## src/rtl/stopwatch_button_ctrl_pkg.sv

```systemverilog
// Shared definitions for the stopwatch control and counting stages:
// state codes, the state enum and the press_pulse bit ordering.
package stopwatch_pkg;

   localparam logic [2:0] ST_IDLE  = 3'b000;
   localparam logic [2:0] ST_RESET = 3'b001;
   localparam logic [2:0] ST_COUNT = 3'b010;
   localparam logic [2:0] ST_PAUSE = 3'b011;
   localparam logic [2:0] ST_STOP  = 3'b100;

   localparam int BTN_INICIAR = 0;
   localparam int BTN_RESET   = 1;
   localparam int BTN_CONTAR  = 2;
   localparam int BTN_PAUSAR  = 3;
   localparam int BTN_PARAR   = 4;
   localparam int NUM_BTN     = 5;

   typedef enum logic [2:0] {
      S_IDLE  = ST_IDLE,
      S_RESET = ST_RESET,
      S_COUNT = ST_COUNT,
      S_PAUSE = ST_PAUSE,
      S_STOP  = ST_STOP
   } state_e;

endpackage

```

## src/rtl/stopwatch_button_ctrl_if.sv

```systemverilog
// Raw button inputs and the conditioned state/level/pulse outputs of the
// stopwatch control stage. The button driver is the master.
interface stopwatch_button_ctrl_if;

   logic       ButtonIniciar;
   logic       ButtonReset;
   logic       ButtonContar;
   logic       ButtonPausar;
   logic       ButtonParar;
   logic [2:0] state;
   logic       iniciar_level;
   logic [4:0] press_pulse;

   modport master (
      output ButtonIniciar, ButtonReset, ButtonContar, ButtonPausar, ButtonParar,
      input  state, iniciar_level, press_pulse
   );

   modport slave (
      input  ButtonIniciar, ButtonReset, ButtonContar, ButtonPausar, ButtonParar,
      output state, iniciar_level, press_pulse
   );

endinterface

```

## src/rtl/stopwatch_button_ctrl_debounce.sv

```systemverilog
// One button channel: two-flop synchronizer, counting debounce filter and
// rising-edge press detector.
module button_debounce #(
   parameter int DEBOUNCE_CYCLES = 500000,
   parameter int CNT_W           = 20
) (
   input  logic clk,
   input  logic rst_n,
   input  logic raw,
   output logic level,
   output logic press
);

   logic             sync1_q, sync2_q;
   logic             level_q, level_d, level_dly_q;
   logic             armed_q;
   logic [1:0]       vld_q;
   logic [CNT_W-1:0] cnt_q, cnt_d;

   // The flip happens on the edge after the counter has registered
   // DEBOUNCE_CYCLES, so filtered rises DEBOUNCE_CYCLES+2 edges after capture.
   always_comb begin
      level_d = level_q;
      cnt_d   = '0;
      if (sync2_q != level_q) begin
         if (cnt_q == CNT_W'(DEBOUNCE_CYCLES)) begin
            level_d = sync2_q;
         end else begin
            cnt_d = cnt_q + CNT_W'(1);
         end
      end
   end

   // armed_q blocks a pulse for a button already held when reset was released.
   always_ff @(posedge clk or negedge rst_n) begin
      if (!rst_n) begin
         sync1_q     <= 1'b0;
         sync2_q     <= 1'b0;
         level_q     <= 1'b0;
         level_dly_q <= 1'b0;
         cnt_q       <= '0;
         vld_q       <= 2'b00;
         armed_q     <= 1'b0;
      end else begin
         sync1_q     <= raw;
         sync2_q     <= sync1_q;
         level_q     <= level_d;
         level_dly_q <= level_q;
         cnt_q       <= cnt_d;
         vld_q       <= {vld_q[0], 1'b1};
         if (vld_q[1] && !sync2_q) begin
            armed_q <= 1'b1;
         end
      end
   end

   assign level = level_q;
   assign press = level_q & ~level_dly_q & armed_q;

endmodule

```

## src/rtl/stopwatch_button_ctrl.sv

```systemverilog
// Stopwatch control stage: five conditioned buttons feeding the command
// state machine whose registered code drives the counting core.
module stopwatch_button_ctrl
   import stopwatch_pkg::*;
#(
   parameter int DEBOUNCE_CYCLES = 500000,
   parameter int CNT_W           = 20
) (
   input logic              clk,
   input logic              rst_n,
   stopwatch_button_ctrl_if.slave bus
);

   logic [NUM_BTN-1:0] raw, level, press;
   logic               unused_levels;
   state_e             state_q, state_d;

   assign raw[BTN_INICIAR] = bus.ButtonIniciar;
   assign raw[BTN_RESET]   = bus.ButtonReset;
   assign raw[BTN_CONTAR]  = bus.ButtonContar;
   assign raw[BTN_PAUSAR]  = bus.ButtonPausar;
   assign raw[BTN_PARAR]   = bus.ButtonParar;

   generate
      for (genvar gi = 0; gi < NUM_BTN; gi++) begin : g_btn
         button_debounce #(
            .DEBOUNCE_CYCLES (DEBOUNCE_CYCLES),
            .CNT_W           (CNT_W)
         ) u_db (
            .clk   (clk),
            .rst_n (rst_n),
            .raw   (raw[gi]),
            .level (level[gi]),
            .press (press[gi])
         );
      end
   endgenerate

   assign unused_levels = ^level[NUM_BTN-1:1];

   always_ff @(posedge clk or negedge rst_n) begin
      if (!rst_n) begin
         state_q <= S_IDLE;
      end else begin
         state_q <= state_d;
      end
   end

   // Reset outranks Parar, which outranks Pausar, which outranks Contar.
   always_comb begin
      state_d = state_q;
      case (state_q)
         S_IDLE, S_STOP: begin
            if (press[BTN_RESET]) state_d = S_RESET;
         end
         S_RESET: begin
            if (press[BTN_RESET])       state_d = S_RESET;
            else if (press[BTN_CONTAR]) state_d = S_COUNT;
         end
         S_COUNT: begin
            if (press[BTN_RESET])       state_d = S_RESET;
            else if (press[BTN_PARAR])  state_d = S_STOP;
            else if (press[BTN_PAUSAR]) state_d = S_PAUSE;
         end
         S_PAUSE: begin
            if (press[BTN_RESET])       state_d = S_RESET;
            else if (press[BTN_PARAR])  state_d = S_STOP;
            else if (press[BTN_CONTAR]) state_d = S_COUNT;
         end
         default: state_d = S_IDLE;
      endcase
   end

   assign bus.state         = state_q;
   assign bus.iniciar_level = level[BTN_INICIAR];
   assign bus.press_pulse   = press;

endmodule

```

## src/flat_wrapper.sv

```systemverilog
// flat-port wrapper written by rule: the top's interface ports become plain ports
module stopwatch_button_ctrl_flat import stopwatch_pkg::*;
#(
   parameter int DEBOUNCE_CYCLES = 500000,
   parameter int CNT_W           = 20
)
  (clk, rst_n, bus_ButtonIniciar, bus_ButtonReset, bus_ButtonContar, bus_ButtonPausar, bus_ButtonParar, bus_state, bus_iniciar_level, bus_press_pulse);
  stopwatch_button_ctrl_if bus_i ();
  input logic clk;
  input logic rst_n;
  input wire logic [$bits(bus_i.ButtonIniciar)-1:0] bus_ButtonIniciar;
  input wire logic [$bits(bus_i.ButtonReset)-1:0] bus_ButtonReset;
  input wire logic [$bits(bus_i.ButtonContar)-1:0] bus_ButtonContar;
  input wire logic [$bits(bus_i.ButtonPausar)-1:0] bus_ButtonPausar;
  input wire logic [$bits(bus_i.ButtonParar)-1:0] bus_ButtonParar;
  output wire logic [$bits(bus_i.state)-1:0] bus_state;
  output wire logic [$bits(bus_i.iniciar_level)-1:0] bus_iniciar_level;
  output wire logic [$bits(bus_i.press_pulse)-1:0] bus_press_pulse;
  assign bus_i.ButtonIniciar = bus_ButtonIniciar;
  assign bus_i.ButtonReset = bus_ButtonReset;
  assign bus_i.ButtonContar = bus_ButtonContar;
  assign bus_i.ButtonPausar = bus_ButtonPausar;
  assign bus_i.ButtonParar = bus_ButtonParar;
  assign bus_state = bus_i.state;
  assign bus_iniciar_level = bus_i.iniciar_level;
  assign bus_press_pulse = bus_i.press_pulse;
  stopwatch_button_ctrl #(.DEBOUNCE_CYCLES(DEBOUNCE_CYCLES), .CNT_W(CNT_W)) u_core (.clk(clk), .rst_n(rst_n), .bus(bus_i));
endmodule
```

## config.mk

```make
export PLATFORM = sky130hd
export DESIGN_NAME = stopwatch_button_ctrl_flat
export DESIGN_NICKNAME = d
export VERILOG_FILES = /design/src/rtl/stopwatch_button_ctrl_pkg.sv /design/src/rtl/stopwatch_button_ctrl_if.sv /design/src/rtl/stopwatch_button_ctrl_debounce.sv /design/src/rtl/stopwatch_button_ctrl.sv /design/src/flat_wrapper.sv
export SDC_FILE = /design/constraint.sdc
export NUM_CORES = 1
export LEC_CHECK = 0
export CAP_MARGIN = 20
export CORE_ASPECT_RATIO = 1.2
export CORE_MARGIN = 2
export CORE_UTILIZATION = 55
export DETAILED_ROUTE_END_ITERATION = 12
export PLACE_DENSITY = 0.76
export SKIP_LAST_GASP = 1
export SLEW_MARGIN = 5
export SYNTH_ARGS = -nofsm -noshare
export SYNTH_HDL_FRONTEND = slang
export SYNTH_SLANG_ARGS = --single-unit
```

## constraint.sdc

```tcl
create_clock -name clk -period 5.4 [get_ports clk]
set_clock_uncertainty 0.15 [all_clocks]
set_input_delay 0.81 -clock clk [delete_from_list [all_inputs] [get_ports clk]]
set_output_delay 0.81 -clock clk [all_outputs]
set_load 0.02 [all_outputs]
```

==> flow_summary.toml, run 1 <==
[power_and_ir_drop]
netSwitchingPower_uw = 476
p_clk_share_pct = 53.5
p_per_area_mw_per_mm2 = 323
comb_power_share_pct = 2.9
switching_share_pct = 20.7
pwr-share-seq_pct = 43.6
ir_worst_vdd_uv = 243
p_leak_uw = 0.00302
p_int_uw = 1830

[final_layout]
nFillCells = 849
finalNetCount = 651
drive_above_1_share_pct = 9.29
fin_util_pct = 64.6
seqCellArea_mm2 = 0.00325
area.growth.synth_to_final_pct = 14.8
multi_input_area_mm2 = 0.00276
diodes = 0

[clock_tree]
root_buffer = "clkbuf_16"
post_cts.repair.setup_buffers = 0
cts_tree = "built"
ctsHoldBuffers = 0
cts_buffers = 17
htree_levels = 4
path_clk_slew_ns = 0.06
clock_latency_ns = 0.41
cts_buffer_depth = 2
cts_sinks = 130
cts-resized-gates = 0

[detailed_routing]
num_vias = 4608
viasPerCell = 5.92
routedWlPerCell_um = 15.1
drtAntennaViolNets = 0
wl_um = 11700
drc = 0
dr.pass1.iters = 5
drtIter0Drc = 232

[worst_setup_path]
path_delay_family = "buffers and inverters"
crit_start = "u_core.g_btn[4].u_db.level"
crit_chain = "nand2_1 -> or2_2 -> inv_1 -> clkdlybuf4s50_1"
critPathArrivalTime_ns = 1.86
cp-end-kind = "output port"
slowest_delay_ns = 0.61
worstPathMaxFanout = 4
path_buf_inv = 2
cp_data_required_time_ns = 4.44
cp_slowest_cell = "clkdlybuf4s50_1"
setup.worst_path.class = "flip-flop to output port"
critical_path.startpoint_type = "flip-flop"
r2r-start = "u_core.g_btn[2].u_db.cnt_q[7]"

[die]
row_count = 42
die_area_mm2 = 0.0122
die_x_um = 101
io_pins = 16
start_util_pct = 56.3
die_y_um = 120
core_mm2 = 0.0110

[placement]
io_buffers = 15
pre_cts_slack_ns = 2.96
gp_congestion = 0.870
dpl.hpwl_um = 7790

[sta]
timing.fmax_mhz = 354
finalSetupViolations = 0
hold_ws_ns = 0.200
period_share_pct = 52.3
maxSlewViolCount = 0
fin_ws_ns = 2.58
tightest_slew_ns = 0.870
fin_tns_setup_ns = 0
rsz0062_at_grt = "false"
fin_crit_ns = 2.82
relSlewSlack_pct = 41.4
hold_violations = 0

[global_routing]
grt_max_degree = 52
grt_pass1_wl_um = 20700
overflow = 0
antenna_found_initial = 0
grt_pass1_vias = 4491
grt_usage_pct = 21.2

[logic_synthesis]
synth_cell_types = 45
syn_inst = 615
syn_avg_cell_area_um2 = 10.1
yosys_register_bits = 130
async_flop_share_pct = 100
yosysSeqAreaShare_pct = 52.3
yosys_warnings = 0
netlist_area_mm2 = 0.00621
syn-num-nets = 632
synth_edf_count = 0
synthFlopType = "dfrtp_1"

[hold_path]
hp-start = "u_core.g_btn[3].u_db.sync1_q"
worstHoldPathType = "flip-flop to flip-flop"

[outcome]
outcome = "finished clean"

[run]
drv_cap = 0
[cells by family (layout without fill, tap and decap cells)]
logic type | count (synthesis) | in the layout | synth area share, %
simple gates | 278 | 278 | 24.6
flops | 130 | 130 | 52.3
compound gates | 70 | 70 | 6.83
xor+xnor | 69 | 69 | 9.72
buf+inv | 53 | 84 | 3.66
fa+ha+maj | 10 | 10 | 2.01
mux | 4 | 4 | 0.725
other cells | 1 | 1 | 0.0603
[synth_stat cells (10+ instances only)]
cell type / number / share of area [%]
a21oi_1: 25 / 2.0
nor2_1: 83 / 5.0
nand4_1: 32 / 3.2
and3_1: 21 / 2.1
nand3_1: 32 / 2.6
or3_1: 13 / 1.3
dfrtp_1: 130 / 52
nor3_1: 14 / 1.1
o21ai_0: 18 / 1.4
or4_1: 10 / 1.2
inv_1: 31 / 1.9
ha_1: 10 / 2.0
nand2_1: 26 / 1.6
nor4b_1: 11 / 1.6
xor2_1: 37 / 5.2
xnor2_1: 32 / 4.5
o31ai_1: 12 / 1.4
[path summary, 6_finish.rpt]
check | end | slack (ns) | cells past startpoint
setup / recovery | bus_press_pulse[4] | 2.58 | 4
hold / removal | u_core.g_btn[3].u_db.sync2_q | 0.20 | 0
setup reg to reg | u_core.g_btn[2].u_db.cnt_q[2] | 2.90 | 4
hold reg to reg | u_core.g_btn[3].u_db.sync2_q | 0.20 | 0
max in group asynchronous | u_core.g_btn[2].u_db.cnt_q[9] | 3.78 | 2
min in group asynchronous | u_core.g_btn[3].u_db.cnt_q[12] | 0.28 | 1
[flip-flops by register name, summed over array words and instances, names as in the netlist]
name	count
u_core.bus.state	3
u_core.g_btn.u_db.level	5
u_core.g_btn.u_db.cnt_q	100
u_core.g_btn.u_db.armed_q	5
u_core.g_btn.u_db.vld_q	2
u_core.g_btn.u_db.sync1_q	5
u_core.g_btn.u_db.level_dly_q	5
u_core.g_btn.u_db.sync2_q	5
[per-stage QoR]
step	instances	power (uW)	cell area, um^2
after floorplan	615	1050	6210
after global placement	747	1090	6490
after detailed placement	747	1090	6490
after CTS	778	2330	7130
after global routing	778	2380	7130
final	778	2300	7130
[cell type report]
type	count	area share, %
Clock buffer	18	6.02
Clock inverter	13	2.95
Inverter	31	1.63
Multi-Input combinational cell	432	38.7
Sequential cell	130	45.6
Tap cell	132	2.32
Timing Repair Buffer	22	2.81
[placed cells by master, fill, tap and decap left out, drive strengths merged, types with 2 or more instances in the layout]
master and n:
nand2 26, nand3 34, nor3 14, buf 8, clkinv 5, o31ai 12
xor2 37, and3b 2, or3 13, bufinv 5, and4 9, xnor2 32
inv 32, a21oi 26, dfrtp 130, or2 2, nand4 32, a21o 5
nor2 83, clkdlybuf4s50 14, clkbuf 18, o41ai 2, clkinvlp 2, or4b 7
o21ai 19, nor4b 11, a31o 3, or4 11, and3 22, ha 10
mux2 4, nor4 8
[power by group through the flow]
stage	sequential [uW]	combinational [uW]	clock (uW)
CTS	1000	69.3	1260
global placement	1020	66.0	0
global route	1010	79.2	1300
finish	1000	66.7	1230
floorplan	1020	33.6	0
detailed placement	1020	67.9	0
[metal layers]
metal | GRT usage [%] | share of wire [%]
met5 | 0 | 0
met4 | 9.12 | 2.1
met3 | 4.80 | 3.5
met2 | 34.0 | 49
met1 | 27.7 | 45
(Power assumes the default switching activity.)
==> run 2, diff against run 1 <==
Settings changed: PLACE_DENSITY 0.76 to 0.79.
Clock period 5.4 ns to 2.4 ns, I/O delays scaled along.
==> flow_summary.toml, run 2 (synthesis results as in run 1) <==
[outcome]
outcome = "finished clean"

[die]
die_area_mm2 = 0.0122
row_count = 42
die_y_um = 120
io_pins = 16
start_util_pct = 56.3
die_x_um = 101
core_mm2 = 0.0110

[power_and_ir_drop]
p_int_uw = 4130
netSwitchingPower_uw = 1050
comb_power_share_pct = 3.2
p_leak_uw = 0.00309
p_clk_share_pct = 53.1
power.total_uw = 5180
pwr-share-seq_pct = 43.6
switching_share_pct = 20.3
p_per_area_mw_per_mm2 = 716
ir_worst_vdd_uv = 381

[worst_setup_path]
cp-end-kind = "flip-flop"
critical_path.startpoint_type = "flip-flop"
critPathArrivalTime_ns = 2.42
cp_data_required_time_ns = 2.59
setup.worst_path.class = "flip-flop to flip-flop"
worstPathMaxFanout = 6

[clock_tree]
cts_buffer_depth = 2
path_clk_slew_ns = 0.06
htree_levels = 4
cts_sinks = 130
cts_buffers = 17
cts_tree = "built"
root_buffer = "clkbuf_16"
clock_latency_ns = 0.41

[final_layout]
layout_common_cells = "130 x dfrtp_1, 83 x nor2_1, 37 x xor2_1"
finalNetCount = 661
largest_reg_flops = 100
area.growth.synth_to_final_pct = 16.4
drive_above_1_share_pct = 10.5
final_common_cell = "dfrtp_1"
nFillCells = 810
top_register = "u_core.g_btn.u_db.cnt_q"
diodes = 0
fin_util_pct = 65.6

[global_routing]
overflow = 0
grt_pass1_wl_um = 21800
antenna_found_initial = 0
grt_pass1_vias = 4617
grt_max_degree = 51
grt_usage_pct = 22.5

[sta]
finalSetupViolations = 0
hold_ws_ns = 0.197
period_share_pct = 92.8
hold_violations = 0
relSlewSlack_pct = 62.7
fin_tns_setup_ns = 0
fin_ws_ns = 0.173
rsz0062_at_grt = "false"
timing.fmax_mhz = 449
tightest_slew_ns = 0.559
fin_crit_ns = 2.23
maxSlewViolCount = 0

[hold_path]
worstHoldPathType = "flip-flop to flip-flop"

[detailed_routing]
drtAntennaViolNets = 0
viasPerCell = 5.93
drtIter0Drc = 365
drc = 0
num_vias = 4677
routedWlPerCell_um = 15.9
wl_um = 12600
dr.pass1.iters = 5

[placement]
pre_cts_slack_ns = 0.177
gp_congestion = 0.840
dpl.hpwl_um = 7980
io_buffers = 15

[run]
drv_cap = 0
[run 2: routing by layer]
layer / up-vias / track usage, % / wire length (um)
met5: - / 0 / 0
met4: 0 / 8.95 / 228
met3: 23 / 4.68 / 395
met2: 101 / 37.4 / 6510
met1: 2321 / 28.8 / 5440
li1: 2232 / - / -
[run 2: layout make-up]
cell class / instances / area (um^2) / share of cell area [%]
clock inverters: 9 / 151 / 2.09
repair buffers: 32 / 302 / 4.17
flip-flops and latches: 130 / 3250 / 45.0
clock buffers: 23 / 488 / 6.75
well taps: 132 / 165 / 2.28
inverters: 31 / 116 / 1.61
multi-input cells: 432 / 2760 / 38.1
[run 2: critical path, stage by stage, from the launching register on]
cell     delay (ns)
dfrtp_1        0.41
ha_1           0.25
nand3_2        0.14
or4_4          0.58
or4b_4         0.50
a21oi_2        0.13
[run 2: worst paths after layout]
| kind | from | endpoint | slack [ns] | cells past startpoint |
|---|---|---|---|---|
| max in group asynchronous | rst_n | u_core.g_btn[1].u_db.cnt_q[4] | 1.10 | 3 |
| worst max register to register | u_core.g_btn[1].u_db.cnt_q[0] | u_core.g_btn[1].u_db.cnt_q[18] | 0.17 | 5 |
| worst min-delay path | u_core.g_btn[0].u_db.vld_q[0] | u_core.g_btn[0].u_db.vld_q[1] | 0.20 | 0 |
| min in group asynchronous | rst_n | u_core.g_btn[3].u_db.cnt_q[17] | 0.34 | 2 |
| worst max-delay path | u_core.g_btn[1].u_db.cnt_q[0] | u_core.g_btn[1].u_db.cnt_q[18] | 0.17 | 5 |
| worst min register to register | u_core.g_btn[0].u_db.vld_q[0] | u_core.g_btn[0].u_db.vld_q[1] | 0.20 | 0 |
[run 2: power by group through the flow]
stage	combinational [uW]	clock [uW]	sequential [uW]
CTS	173	2810	2260
global route	194	2890	2260
detailed placement	165	0	2300
floorplan	75.5	0	2290
finish	168	2750	2260
global placement	159	0	2290
[run 2: timing repair]
action	in CTS	in global routing
gates resized for setup	1	0
hold endpoints to repair	39	0
setup buffers	0	0
endpoints found under the setup margin	1	0
hold buffers	1	0
[run 2: per-stage QoR]
step / cells / cell area (um^2)
after floorplan: 615 / 6210
after detailed placement: 756 / 6590
after CTS: 789 / 7230
final: 789 / 7230
after global routing: 789 / 7230
after global placement: 756 / 6590
==> run 3, diff against run 2 <==
Settings changed: SLEW_MARGIN 5 to not set.
Clock period 2.4 ns to 2 ns, I/O delays scaled along.
==> flow_summary.toml, run 3 (synthesis results as in run 1) <==
[global_routing]
grt_usage_pct = 23.0
antenna_found_initial = 0
grt_use_met1_pct = 28.0
met3_usage_pct = 5.14
grt_pass1_wl_um = 22200
overflow = 0
grt_most_used_layer = "met2"
grt_pass1_vias = 4933
gr-usage-met2_pct = 39.1
grt_max_degree = 40

[worst_setup_path]
path_delay_family = "simple AND/OR/NAND/NOR gates"
critPathArrivalTime_ns = 2.16
slowest_delay_ns = 0.60
crit_chain = "or4b_4 -> o41ai_4 -> buf_4 -> a21oi_1"
cp_data_required_time_ns = 2.14
cp_slowest_cell = "or4b_4"
setup.worst_path.class = "flip-flop to flip-flop"
worstPathMaxFanout = 9
critical_path.startpoint_type = "flip-flop"
cp-end-kind = "flip-flop"
path_buf_inv = 1

[clock_tree]
root_buffer = "clkbuf_16"
htree_levels = 4
cts_sinks = 130
path_clk_slew_ns = 0.05
cts_tree = "built"
cts_buffers = 17
clock_latency_ns = 0.42
cts_buffer_depth = 2

[die]
io_pins = 16
die_area_mm2 = 0.0122
start_util_pct = 56.3
row_count = 42
die_y_um = 120
core_mm2 = 0.0110
die_x_um = 101

[final_layout]
drive_above_1_share_pct = 17.7
top_register = "u_core.g_btn.u_db.cnt_q"
finalNetCount = 706
design_area_mm2 = 0.00762
final_common_cell = "dfrtp_1"
area.growth.synth_to_final_pct = 22.6
nFillCells = 760
finalNonFillerCells = 834
layout_common_cells = "129 x dfrtp_1, 83 x nor2_1, 56 x buf_4"
diodes = 0
largest_reg_flops = 100

[detailed_routing]
viasPerCell = 5.85
drtAntennaViolNets = 0
wl_um = 13000
drc = 0
drtIter0Drc = 307
dr.pass1.iters = 5
num_vias = 4881
routedWlPerCell_um = 15.6

[outcome]
outcome = "finished with violations"
violations = "setup timing"

[power_and_ir_drop]
power.total_uw = 6080
p_per_area_mw_per_mm2 = 797
p_leak_uw = 0.00337
ir_worst_vdd_uv = 430

[sta]
relSlewSlack_pct = 64.7
hold_violations = 0
fin_crit_ns = 2.01
fin_ws_ns = -0.0146
period_share_pct = 101
finalSetupViolations = 10
tightest_slew_ns = 0.524
timing.fmax_mhz = 496
rsz0062_at_grt = "true"
maxSlewViolCount = 0

[placement]
io_buffers = 15
place_area_mm2 = 0.00689
numPlacedInstances = 795
dpl.hpwl_um = 8640
gp_congestion = 0.869

[run]
drv_cap = 0

[hold_path]
worstHoldPathType = "input pin to flip-flop"
## run 3: cell count changes in the layout (fill, tap and decap cells not counted), moves of 3 or more
cell,delta
or4b_4,+3
clkdlybuf4s50_1,-5
dlygate4sd2_1,+3
buf_4,+41
## run 3: repair_timing
item,CTS,global route
endpoints found under the hold margin,26,0
endpoints found under the setup margin,7,72
setup buffers,1,2
hold buffers,1,0
pin swaps,0,3
resized for setup,6,22
gates cloned,0,3
## run 3: per-layer routing
layer / share of wire [%] / vias to the layer above
li1: - / 2337
met1: 43 / 2427
met2: 52 / 90
met3: 2.6 / 27
met4: 2.3 / 0
met5: 0 / -
## run 3: cell type report
cell class,instances,area [um^2],area share [%]
inverter,31,116,1.53
multi-input combinational,432,2830,37.1
clock buffer,23,478,6.27
timing repair buffer,77,651,8.54
clock inverter,9,129,1.69
tap,132,165,2.17
sequential,130,3250,42.7
## run 3: final timing paths
kind	from	to	slack [ns]	cells past startpoint
setup / recovery	u_core.g_btn[2].u_db.cnt_q[7]	u_core.g_btn[2].u_db.cnt_q[17]	-0.01	4
hold / removal	bus_ButtonIniciar	u_core.g_btn[0].u_db.sync1_q	0.17	1
setup reg to reg	u_core.g_btn[2].u_db.cnt_q[7]	u_core.g_btn[2].u_db.cnt_q[17]	-0.01	4
hold reg to reg	u_core.g_btn[0].u_db.vld_q[0]	u_core.g_btn[0].u_db.vld_q[1]	0.20	0
max in group asynchronous	rst_n	u_core.g_btn[2].u_db.cnt_q[11]	0.92	3
min in group asynchronous	rst_n	u_core.bus.state[0]	0.22	2
## run 3: report_power, final
part	internal [uW]	leakage [uW]	total [uW]	switching (uW)
clock network	2050	0.000293	3140	1080
registers	2670	0.00175	2710	41.3
logic	90.3	0.00133	230	139
total	4810	0.00337	6080	1260
## run 3: stage by stage
stage / hold slack, ns / util (%) / worst slack [ns] / TNS [ns]
after floorplan: -0.146 / - / 0.0271 / 0
after global routing: 0.160 / 69.0 / -0.0634 / -1.81
after global placement: 0.118 / 62.5 / 0.0675 / 0
after CTS: 0.159 / 68.1 / -0.0688 / -0.0688
after detailed placement: 0.126 / 62.5 / 0.0162 / 0
final: 0.170 / 69.0 / -0.0146 / -0.0807
